`src/rtl/maria_pkg.sv`:
```
// Shared Maria line-RAM types and constants, used by the DMA controller, the line RAM writer
// and the video readout.
package maria_pkg;

   localparam int unsigned CELLS      = 160;
   localparam int unsigned FIFO_DEPTH = 2;
   localparam int unsigned CELL_W     = 5;

   typedef enum logic {
      WM_160A = 1'b0,
      WM_160B = 1'b1
   } wm_t;

   typedef struct packed {
      logic [2:0] pal;
      logic [1:0] col;
   } lr_cell_t;

   typedef struct packed {
      logic [7:0] data;
      logic [2:0] pal;
      wm_t        wm;
      logic [7:0] base;
   } fifo_entry_t;

   typedef enum logic [1:0] {
      StIdle,
      StPop,
      StPix
   } unpack_state_t;

   function automatic logic in_line(input logic [7:0] addr);
      return addr < 8'(CELLS);
   endfunction

   // Pixel k of a graphic byte; 160B borrows the upper data bits as palette bits.
   function automatic lr_cell_t unpack_px(input logic [7:0] d, input logic [2:0] pal,
                                          input wm_t wm, input logic [1:0] k);
      lr_cell_t c;
      c.pal = pal;
      case (k)
         2'd0:    c.col = d[7:6];
         2'd1:    c.col = d[5:4];
         2'd2:    c.col = d[3:2];
         default: c.col = d[1:0];
      endcase
      if (wm == WM_160B) begin
         c.col = k[0] ? d[1:0] : d[3:2];
         c.pal = {pal[2], (k[0] ? d[5:4] : d[7:6])};
      end
      return c;
   endfunction

endpackage

```
`src/rtl/line_ram_bank.sv`:
```
// One bank of the line RAM: simple dual-port storage with a registered read port.
module line_ram_bank #(
   parameter int unsigned CELLS  = 160,
   parameter int unsigned CELL_W = 5
) (
   input  logic              clk_sys,
   input  logic              we,
   input  logic [7:0]        waddr,
   input  logic [CELL_W-1:0] wdata,
   input  logic              re,
   input  logic [7:0]        raddr,
   output logic [CELL_W-1:0] rdata
);

   logic [CELL_W-1:0] mem [CELLS];

   always_ff @(posedge clk_sys) begin
      if (we) mem[waddr] <= wdata;
      if (re) rdata <= mem[raddr];
   end

endmodule

```
`src/rtl/line_ram_writer.sv`:
```
// Unpacks DMA graphic bytes into the write bank of a double-buffered line RAM while the
// display bank is read out and cleared behind the video path.
module line_ram_writer
   import maria_pkg::*;
(
   input  logic              clk_sys,
   input  logic              reset_n,
   input  logic              mclk0,
   input  logic              latch_byte,
   input  logic [7:0]        DataB,
   input  logic              clear_hpos,
   input  logic [7:0]        HPOS,
   input  logic [2:0]        PAL,
   input  logic              WM,
   input  logic              kangaroo,
   input  logic              lrc,
   input  logic              rd_en,
   input  logic [7:0]        rd_addr,
   output logic [CELL_W-1:0] rd_data,
   output logic              rd_valid,
   output logic              busy,
   output logic              ovf,
   output logic              disp_bank
);

   localparam int unsigned PtrW = $clog2(FIFO_DEPTH);
   localparam int unsigned CntW = PtrW + 1;

   logic              disp_bank_q, arm_q, ptr_ok_q, ovf_q;
   logic [7:0]        wptr_q;
   logic [2:0]        pal_q;
   wm_t               wm_q;
   logic [PtrW-1:0]   wr_ptr_q, rd_ptr_q;
   logic [CntW-1:0]   count_q;
   fifo_entry_t       fifo_q [FIFO_DEPTH];

   unpack_state_t     state_q, state_d;
   logic [1:0]        k_q, k_d;
   fifo_entry_t       cur_q, cur_d;

   logic              rd_valid_q, rd_ok_q, rd_bank_q;
   logic [7:0]        rd_addr_q;

   logic swap, push_req, fifo_full, push, pop, px_we, last_px, px_write, rd_ok, clr_we;
   logic [7:0]        px_addr;
   lr_cell_t          px_cell, rdata0, rdata1;

   // Swap ends the line: anything captured in the same cycle belongs to a dead line.
   assign swap      = mclk0 & lrc;
   assign push_req  = mclk0 & latch_byte & ptr_ok_q & ~swap;
   assign fifo_full = (count_q == CntW'(FIFO_DEPTH));
   assign push      = push_req & ~fifo_full;

   always_ff @(posedge clk_sys or negedge reset_n) begin
      if (!reset_n) begin
         disp_bank_q <= 1'b0;
         arm_q       <= 1'b0;
         ptr_ok_q    <= 1'b0;
         ovf_q       <= 1'b0;
         wptr_q      <= '0;
         pal_q       <= '0;
         wm_q        <= WM_160A;
         wr_ptr_q    <= '0;
         rd_ptr_q    <= '0;
         count_q     <= '0;
      end else if (swap) begin
         disp_bank_q <= ~disp_bank_q;
         arm_q       <= 1'b0;
         ptr_ok_q    <= 1'b0;
         wr_ptr_q    <= '0;
         rd_ptr_q    <= '0;
         count_q     <= '0;
      end else begin
         if (mclk0 && clear_hpos) begin
            arm_q <= 1'b1;
         end else if (mclk0 && arm_q) begin
            arm_q    <= 1'b0;
            ptr_ok_q <= 1'b1;
            pal_q    <= PAL;
            wm_q     <= wm_t'(WM);
         end
         // A new HPOS takes precedence; a byte pushed alongside it used the old pointer.
         if (mclk0 && !clear_hpos && arm_q) begin
            wptr_q <= HPOS;
         end else if (push_req) begin
            wptr_q <= wptr_q + ((wm_q == WM_160B) ? 8'd2 : 8'd4);
         end
         if (push_req && fifo_full) ovf_q <= 1'b1;
         if (push) wr_ptr_q <= wr_ptr_q + 1'b1;
         if (pop)  rd_ptr_q <= rd_ptr_q + 1'b1;
         count_q <= count_q + CntW'(push) - CntW'(pop);
      end
   end

   always_ff @(posedge clk_sys) begin
      if (push) fifo_q[wr_ptr_q] <= '{data: DataB, pal: pal_q, wm: wm_q, base: wptr_q};
   end

   always_ff @(posedge clk_sys or negedge reset_n) begin
      if (!reset_n) begin
         state_q <= StIdle;
         k_q     <= '0;
         cur_q   <= '0;
      end else begin
         state_q <= state_d;
         k_q     <= k_d;
         cur_q   <= cur_d;
      end
   end

   assign last_px = (cur_q.wm == WM_160B) ? (k_q == 2'd1) : (k_q == 2'd3);

   always_comb begin
      state_d = state_q;
      k_d     = k_q;
      cur_d   = cur_q;
      pop     = 1'b0;
      px_we   = 1'b0;
      unique case (state_q)
         StIdle: begin
            if (count_q != '0) state_d = StPop;
         end
         StPop: begin
            pop     = 1'b1;
            cur_d   = fifo_q[rd_ptr_q];
            k_d     = 2'd0;
            state_d = StPix;
         end
         StPix: begin
            px_we = 1'b1;
            k_d   = k_q + 2'd1;
            if (last_px) state_d = (count_q != '0) ? StPop : StIdle;
         end
         default: state_d = StIdle;
      endcase
      if (swap) begin
         state_d = StIdle;
         pop     = 1'b0;
         px_we   = 1'b0;
      end
   end

   assign px_addr  = cur_q.base + {6'd0, k_q};
   assign px_cell  = unpack_px(cur_q.data, cur_q.pal, cur_q.wm, k_q);
   assign px_write = px_we & in_line(px_addr) & ((px_cell.col != 2'b00) | kangaroo);

   assign rd_ok = rd_en & in_line(rd_addr);

   always_ff @(posedge clk_sys or negedge reset_n) begin
      if (!reset_n) begin
         rd_valid_q <= 1'b0;
         rd_ok_q    <= 1'b0;
         rd_bank_q  <= 1'b0;
         rd_addr_q  <= '0;
      end else begin
         rd_valid_q <= rd_en;
         rd_ok_q    <= rd_ok;
         rd_bank_q  <= disp_bank_q;
         rd_addr_q  <= rd_addr;
      end
   end

   // Clear only if the bank read is still the display bank after a possible swap.
   assign clr_we = rd_ok_q & (rd_bank_q == disp_bank_q);

   line_ram_bank #(
      .CELLS  (CELLS),
      .CELL_W (CELL_W)
   ) u_bank0 (
      .clk_sys (clk_sys),
      .we      (disp_bank_q ? px_write : clr_we),
      .waddr   (disp_bank_q ? px_addr : rd_addr_q),
      .wdata   (disp_bank_q ? px_cell : lr_cell_t'('0)),
      .re      (rd_ok & ~disp_bank_q),
      .raddr   (rd_addr),
      .rdata   (rdata0)
   );

   line_ram_bank #(
      .CELLS  (CELLS),
      .CELL_W (CELL_W)
   ) u_bank1 (
      .clk_sys (clk_sys),
      .we      (disp_bank_q ? clr_we : px_write),
      .waddr   (disp_bank_q ? rd_addr_q : px_addr),
      .wdata   (disp_bank_q ? lr_cell_t'('0) : px_cell),
      .re      (rd_ok & disp_bank_q),
      .raddr   (rd_addr),
      .rdata   (rdata1)
   );

   assign rd_data   = rd_ok_q ? (rd_bank_q ? rdata1 : rdata0) : '0;
   assign rd_valid  = rd_valid_q;
   assign busy      = (count_q != '0) | (state_q != StIdle);
   assign ovf       = ovf_q;
   assign disp_bank = disp_bank_q;

endmodule

```
`config.mk`:
```
export PLATFORM = sky130hd
export DESIGN_NAME = line_ram_writer
export DESIGN_NICKNAME = d
export VERILOG_FILES = /design/src/rtl/maria_pkg.sv /design/src/rtl/line_ram_bank.sv /design/src/rtl/line_ram_writer.sv
export SDC_FILE = /design/constraint.sdc
export NUM_CORES = 2
export LEC_CHECK = 0
export ABC_AREA = 1
export BUFFER_PORTS_ARGS = -buffer_cell sky130_fd_sc_hd__buf_2
export CAP_MARGIN = 5
export CORE_UTILIZATION = 55
export CTS_BUF_LIST = sky130_fd_sc_hd__clkbuf_16
export DETAILED_ROUTE_END_ITERATION = 6
export PLACE_DENSITY = 0.71
export SYNTH_ARGS = -nofsm -noshare
export SYNTH_HDL_FRONTEND = slang
export SYNTH_SLANG_ARGS = --single-unit
```
`constraint.sdc`:
```
create_clock -name clk_sys -period 7.1 [get_ports clk_sys]
set_clock_uncertainty 0.05 [all_clocks]
set_input_delay 1.42 -clock clk_sys [delete_from_list [all_inputs] [get_ports clk_sys]]
set_output_delay 1.42 -clock clk_sys [all_outputs]
set_load 0.05 [all_outputs]
```
* Word level (Yosys, flattened, before mapping) *
Memories as Yosys holds them, arrays and structs flattened. A register that Yosys moved wholly into a read port is not among the register bits.
Cells that the tools add are included.

storage, ports and cells
  bits in registers = 35
  memory bits (writable) = 1640
  output and inout bits = 9
  logic and storage cells = 121
  memories kept = 3

cells by class
  add/subtract/negate cells = 7
  order comparisons = 2
  eq/ne operators = 10
  muxes and demuxes = 43
  bitwise operators = 17
  reduce and logical (&&, ||, !) cells = 23

memory list
  memory       words  width  read ports  clocked after Yosys merged registers in  wr ports  line                   source
  u_bank0.mem  160    5      1           1                                        1         line_ram_bank.sv:15    logic [CELL_W-1:0] mem [CELLS];
  u_bank1.mem  160    5      1           1                                        1         line_ram_bank.sv:15
  fifo_q       2      20     1           1                                        1         line_ram_writer.sv:35  fifo_entry_t fifo_q [FIFO_DEPTH];

operator list
  operator                                            number
  2-to-1 mux 8 bit                                    4
  2-to-1 mux 1 bit                                    24
  2-to-1 mux 5 bit                                    4
  less-than comparator 8 bit (second input constant)  2
  nonzero test 2 bit                                  8
  2-to-1 mux 2 bit                                    6
  case mux 2 bit (3 select lines)                     2
  AND 1 bit                                           11
  adder 8 x 2 -> 8 bit                                1
  adder 8 x 3 -> 8 bit                                1
  == test 2 bit (second input constant)               4
  AND reduction 2 bit                                 4
  inequality test 3 bit (second input constant)       2
  logical AND 1 bit                                   5
  == test 2 x 1 -> 1 bit (second input constant)      2
  zero test 2 bit                                     2
  2-to-1 mux 4 bit                                    1
  NOT 1 bit                                           4
  case mux 2 bit (2 select lines)                     1
  2-to-1 mux 3 bit                                    1
  AND reduction 3 bit                                 1
  nonzero test 3 bit                                  1
  adder 1 bit (second input constant)                 2
  adder 2 x 1 -> 2 bit                                1
  6 further kinds                                     8

* Longest topological paths before layout *
  depth in word-level cells = 9
  depth in mapped cells = 16
  depth with buffers taken out = 14

* Cells and area by module *
Synthesis repeated with hierarchy kept, for this count alone.

second synthesis, totals
  cells, all modules = 6019
  area total of the unflattened synthesis = 70377.5 µm²

modules (own cells, without submodules)
  module           times used  cells each  area each (µm²)  sequential area each (µm²)
  line_ram_bank    2           2783        32995.4          24173.2
  line_ram_writer  1           453         4386.7           2577.5

* Least setup slack after synthesis *
No wires, ideal clock.

  path kind = register to register
  start = register k_q[0]
  end = memory u_bank0.mem[0][1] (data pin)
  library setup time = 0.948 ns
  data arrival time = 4.895 ns
  required time = 6.102 ns
  slack = 1.207 ns
  cell stages (with the launch flop) = 9
  cell sequence = dfrtp_1 inv_1 buf_2 ha_1 inv_1 o22ai_1 o21ai_0 and2_1 nor2_1

between the ends
  longest elaborated chain between the ends = 4
  elaborated cells between the ends (all ways) = 7

ends and longest elaborated chain
  element                                      line                    source
  from (decl)                                  line_ram_writer.sv:38   logic [1:0] k_q, k_d;
  from (signal assigned)                       line_ram_writer.sv:106  k_q <= k_d;
  == test 2 bit, or another cell as far along  maria_pkg.sv:41         case (k)
  case mux 2 bit (3 select lines)              maria_pkg.sv:41
  2-to-1 mux 4 bit (*)                         maria_pkg.sv:47         if (wm == WM_160B) begin
  2-to-1 mux 5 bit (*)                         line_ram_writer.sv:173  .wdata (disp_bank_q ? px_cell : lr_cell_t'('0)),
  via u_bank0.wdata[1]                         line_ram_bank.sv:9      input logic [CELL_W-1:0] wdata,
  to (decl)                                    line_ram_bank.sv:15

Mark *: on every way through the listed nets, which the timed path passes. The rest lies on a longest branch.

* Final worst setup path *
  start = register k_q[1]
  end = memory u_bank1.mem[55][3], enable pin

between the ends
  longest elaborated chain between the ends = 9
  elaborated cells between the ends (all ways) = 15

ends and longest elaborated chain
  element                                                                       line
  parallel branches: the longest is 9 deep, another holds adder 8 x 2 -> 8 bit  -
  to (decl)                                                                     line_ram_bank.sv:15

Several ways; the timed one is not identified.

==> out/metrics.cfg <==
[critical_path]
crit_type = reg -> reg
critical_path.max_fanout = 20
required_ns = 7.46
cp_slowest_cell = nand2_1
worstSetupStartpoint = k_q[1]$_DFFE_PN0P_
r2r-start = k_q[1]$_DFFE_PN0P_
crit_path_start_kind = flop
slowest_delay_ns = 0.76
crit_path_end_kind = flop
cp_cell_sequence = inv_1 -> fa_1 -> nor2_1 -> nand3_1 -> o21ai_1 -> nand3_1 -> nand2_1 -> nand3_1 -> nand2_1 -> nand2_1 -> nor2_1
cp.arrival_ns = 4.81

[layout]
instances_no_fill = 7701
fin_area_um2 = 77000
n_fill_cell = 9795
drive_gt1_share_pct = 6.943
fin_util_pct = 61.00
final_nets = 5964
syn2layout_area_growth_pct = 9.500

[yosys]
netlist-cell-type-count = 46
synth_top_area_share_pct = 70.46
netlist_instances = 6030
syn_nets = 6083
synth_ff_type = edfxtp_1
synth_area_um2 = 70320
synth-seq-area-share_pct = 72.42
synth_top_cells_by_count = edfxtp_1 (1650), nand2_1 (1508), nand3_1 (1164)
postSynthAreaPerCell_um2 = 11.66
synth-seq-cells = 1705
yosysTopAreaCell = edfxtp_1
synth_area_leaders = edfxtp_1 (70%), nand3_1 (8.3%), nand2_1 (8.0%)
yosysWarningCount = 0
yosysMostFrequentCell = edfxtp_1
synth_edf_count = 1650
async_flop_share_pct = 3.226

[run_status]
outcome = complete, no violations

[routing]
viasPerCell = 6.090
drt_iter0_drc = 6104
ant_nets = 0
wl_um = 180000
dr.pass1.iters = 6
vias = 46900
wl_per_cell_um = 23.37
drc_errors = 0

[floorplan]
die-height_um = 359.6
die_area_um2 = 129300
start_util_pct = 55.71
rows = 130
die_x_um = 359.6
num_io_pins = 45
core_area_um2 = 126200

[timing]
fin_ws_ns = 2.650
rsz0062_at_grt = no
setup_viol = 0
drv_slew = 0
tightestPinTransition_ns = 1.164
period_needed_ns = 4.450
final_hold_viol_count = 0
fmax_ghz = 0.2247
fin_setup_tns_ns = 0
finalHoldWorstSlack_ns = 0.4341
min_period_over_period_pct = 62.68
max_slew_margin_pct = 22.20

[cts]
clk_pin_slew_ns = 0.06
clock_path_buffers = 3
cts_tree = yes
htreeDepth = 4
cts_buffers = 168
cts_hold_buf = 0
cts-root-buf = clkbuf_16
clock_latency_ns = 0.77
postCtsResizedCells = 0
post-cts-setup-buffer-count = 0
cts_num_sinks = 1705

[grt]
grt_pass1_wl_um = 272500
grt_max_degree = 276
antenna_found_initial = 3
grt_usage_pct = 27.64
grt_pass1_vias = 45550
grt-ovfl-total = 0

[place]
dp.cells = 7391
dpl_cell_area_um2 = 71520
dp_hpwl_um = 99670
gp_congestion = 0.8847
post-place-ws_ns = 2.336
numPortBuffers = 44

[pwr]
vdd_ir_drop_max_mv = 0.4300
p_leak_nw = 26.90
finalPower_mw = 26.62
p_per_area_nw_per_um2 = 345.7

[flow_run]
drv_cap = 0

[worst_hold_path]
hp-start = pal_q[0]$_DFFE_PN0P_
hp-class = reg -> reg

state kept, by name, summed over array words and instances (netlist names), 5 cells and up:
signal         count
fifo_q            40
cur_q             20
u_bank0.mem      800
u_bank0.rdata      5
u_bank1.mem      800
u_bank1.rdata      5
rd_addr_q          8
wptr_q             8
cells by family after synthesis:
kind of cell / after synthesis / synth area share, %
and+or+nand+nor: 3374 / 20.40
DFF: 1705 / 72.42
buffers and inverters: 486 / 3.014
AOI/OAI and AO/OA: 435 / 3.667
adders and majority gates: 17 / 0.3238
xor gates and xnor gates: 9 / 0.1121
muxes: 4 / 0.06405
area by class of cell:
cell class              count  area, um^2  share of cell area [%]
flip-flops and latches   1705       50930                   66.14
multi-input cells        3839       17340                   22.52
clock buffers             174        4354                   5.655
well taps                1650        2064                   2.681
clock inverters           134        1115                   1.448
repair buffers             96       779.5                   1.012
inverters                 101       412.9                  0.5362
diodes                      2       5.005                0.006500
power by group:
part	switching, mW	total, mW	internal [mW]	leakage [nW]
clock	3.74	8.82	5.09	2.80
sequential	0.184	13.2	13.0	15.7
combinational	3.87	4.57	0.704	8.36
layer usage:
metal	part of all wire [%]	GRT usage, %	up-vias
li1	-	-	21110
met4	3.5	10.44	4
met5	0.014	0	-
met1	39	37.97	22790
met2	47	43.65	2578
met3	10	5.769	415
placed cells by master, fill, tap and decap left out, types with 18 or more instances in the layout:
cell,count
o21ai_0,241
nor2_1,636
bufinv_16,18
clkinv_2,26
inv_1,116
dfrtp_1,54
clkbuf_16,174
buf_4,42
o221ai_1,64
nand2_1,1508
a21oi_1,30
buf_2,40
clkinv_1,44
o22ai_1,52
nand3_1,1164
nand2_2,34
edfxtp_1,1650
final timing paths:
kind	endpoint	slack (ns)	depth (start not counted)
max in group asynchronous	disp_bank$_DFFE_PN0P_	5.68	2
min in group asynchronous	wptr_q[0]$_DFFE_PN0P_	0.76	2
hold reg to reg	fifo_q[0][9]$_DFFE_PP_	0.43	0
setup / recovery	u_bank1.mem[55][3]$_DFFE_PP_	2.65	11
setup reg to reg	u_bank1.mem[55][3]$_DFFE_PP_	2.65	11
hold / removal	fifo_q[0][9]$_DFFE_PP_	0.43	0
worst max-delay path, delay by kind of cell (launching register included):
family	cells	cell delay, ns
flops	1	0.47
compound gates	1	0.18
buf+inv	1	0.17
fa+ha+maj	1	0.50
simple gates	8	2.72
(Power assumes the default switching activity.)
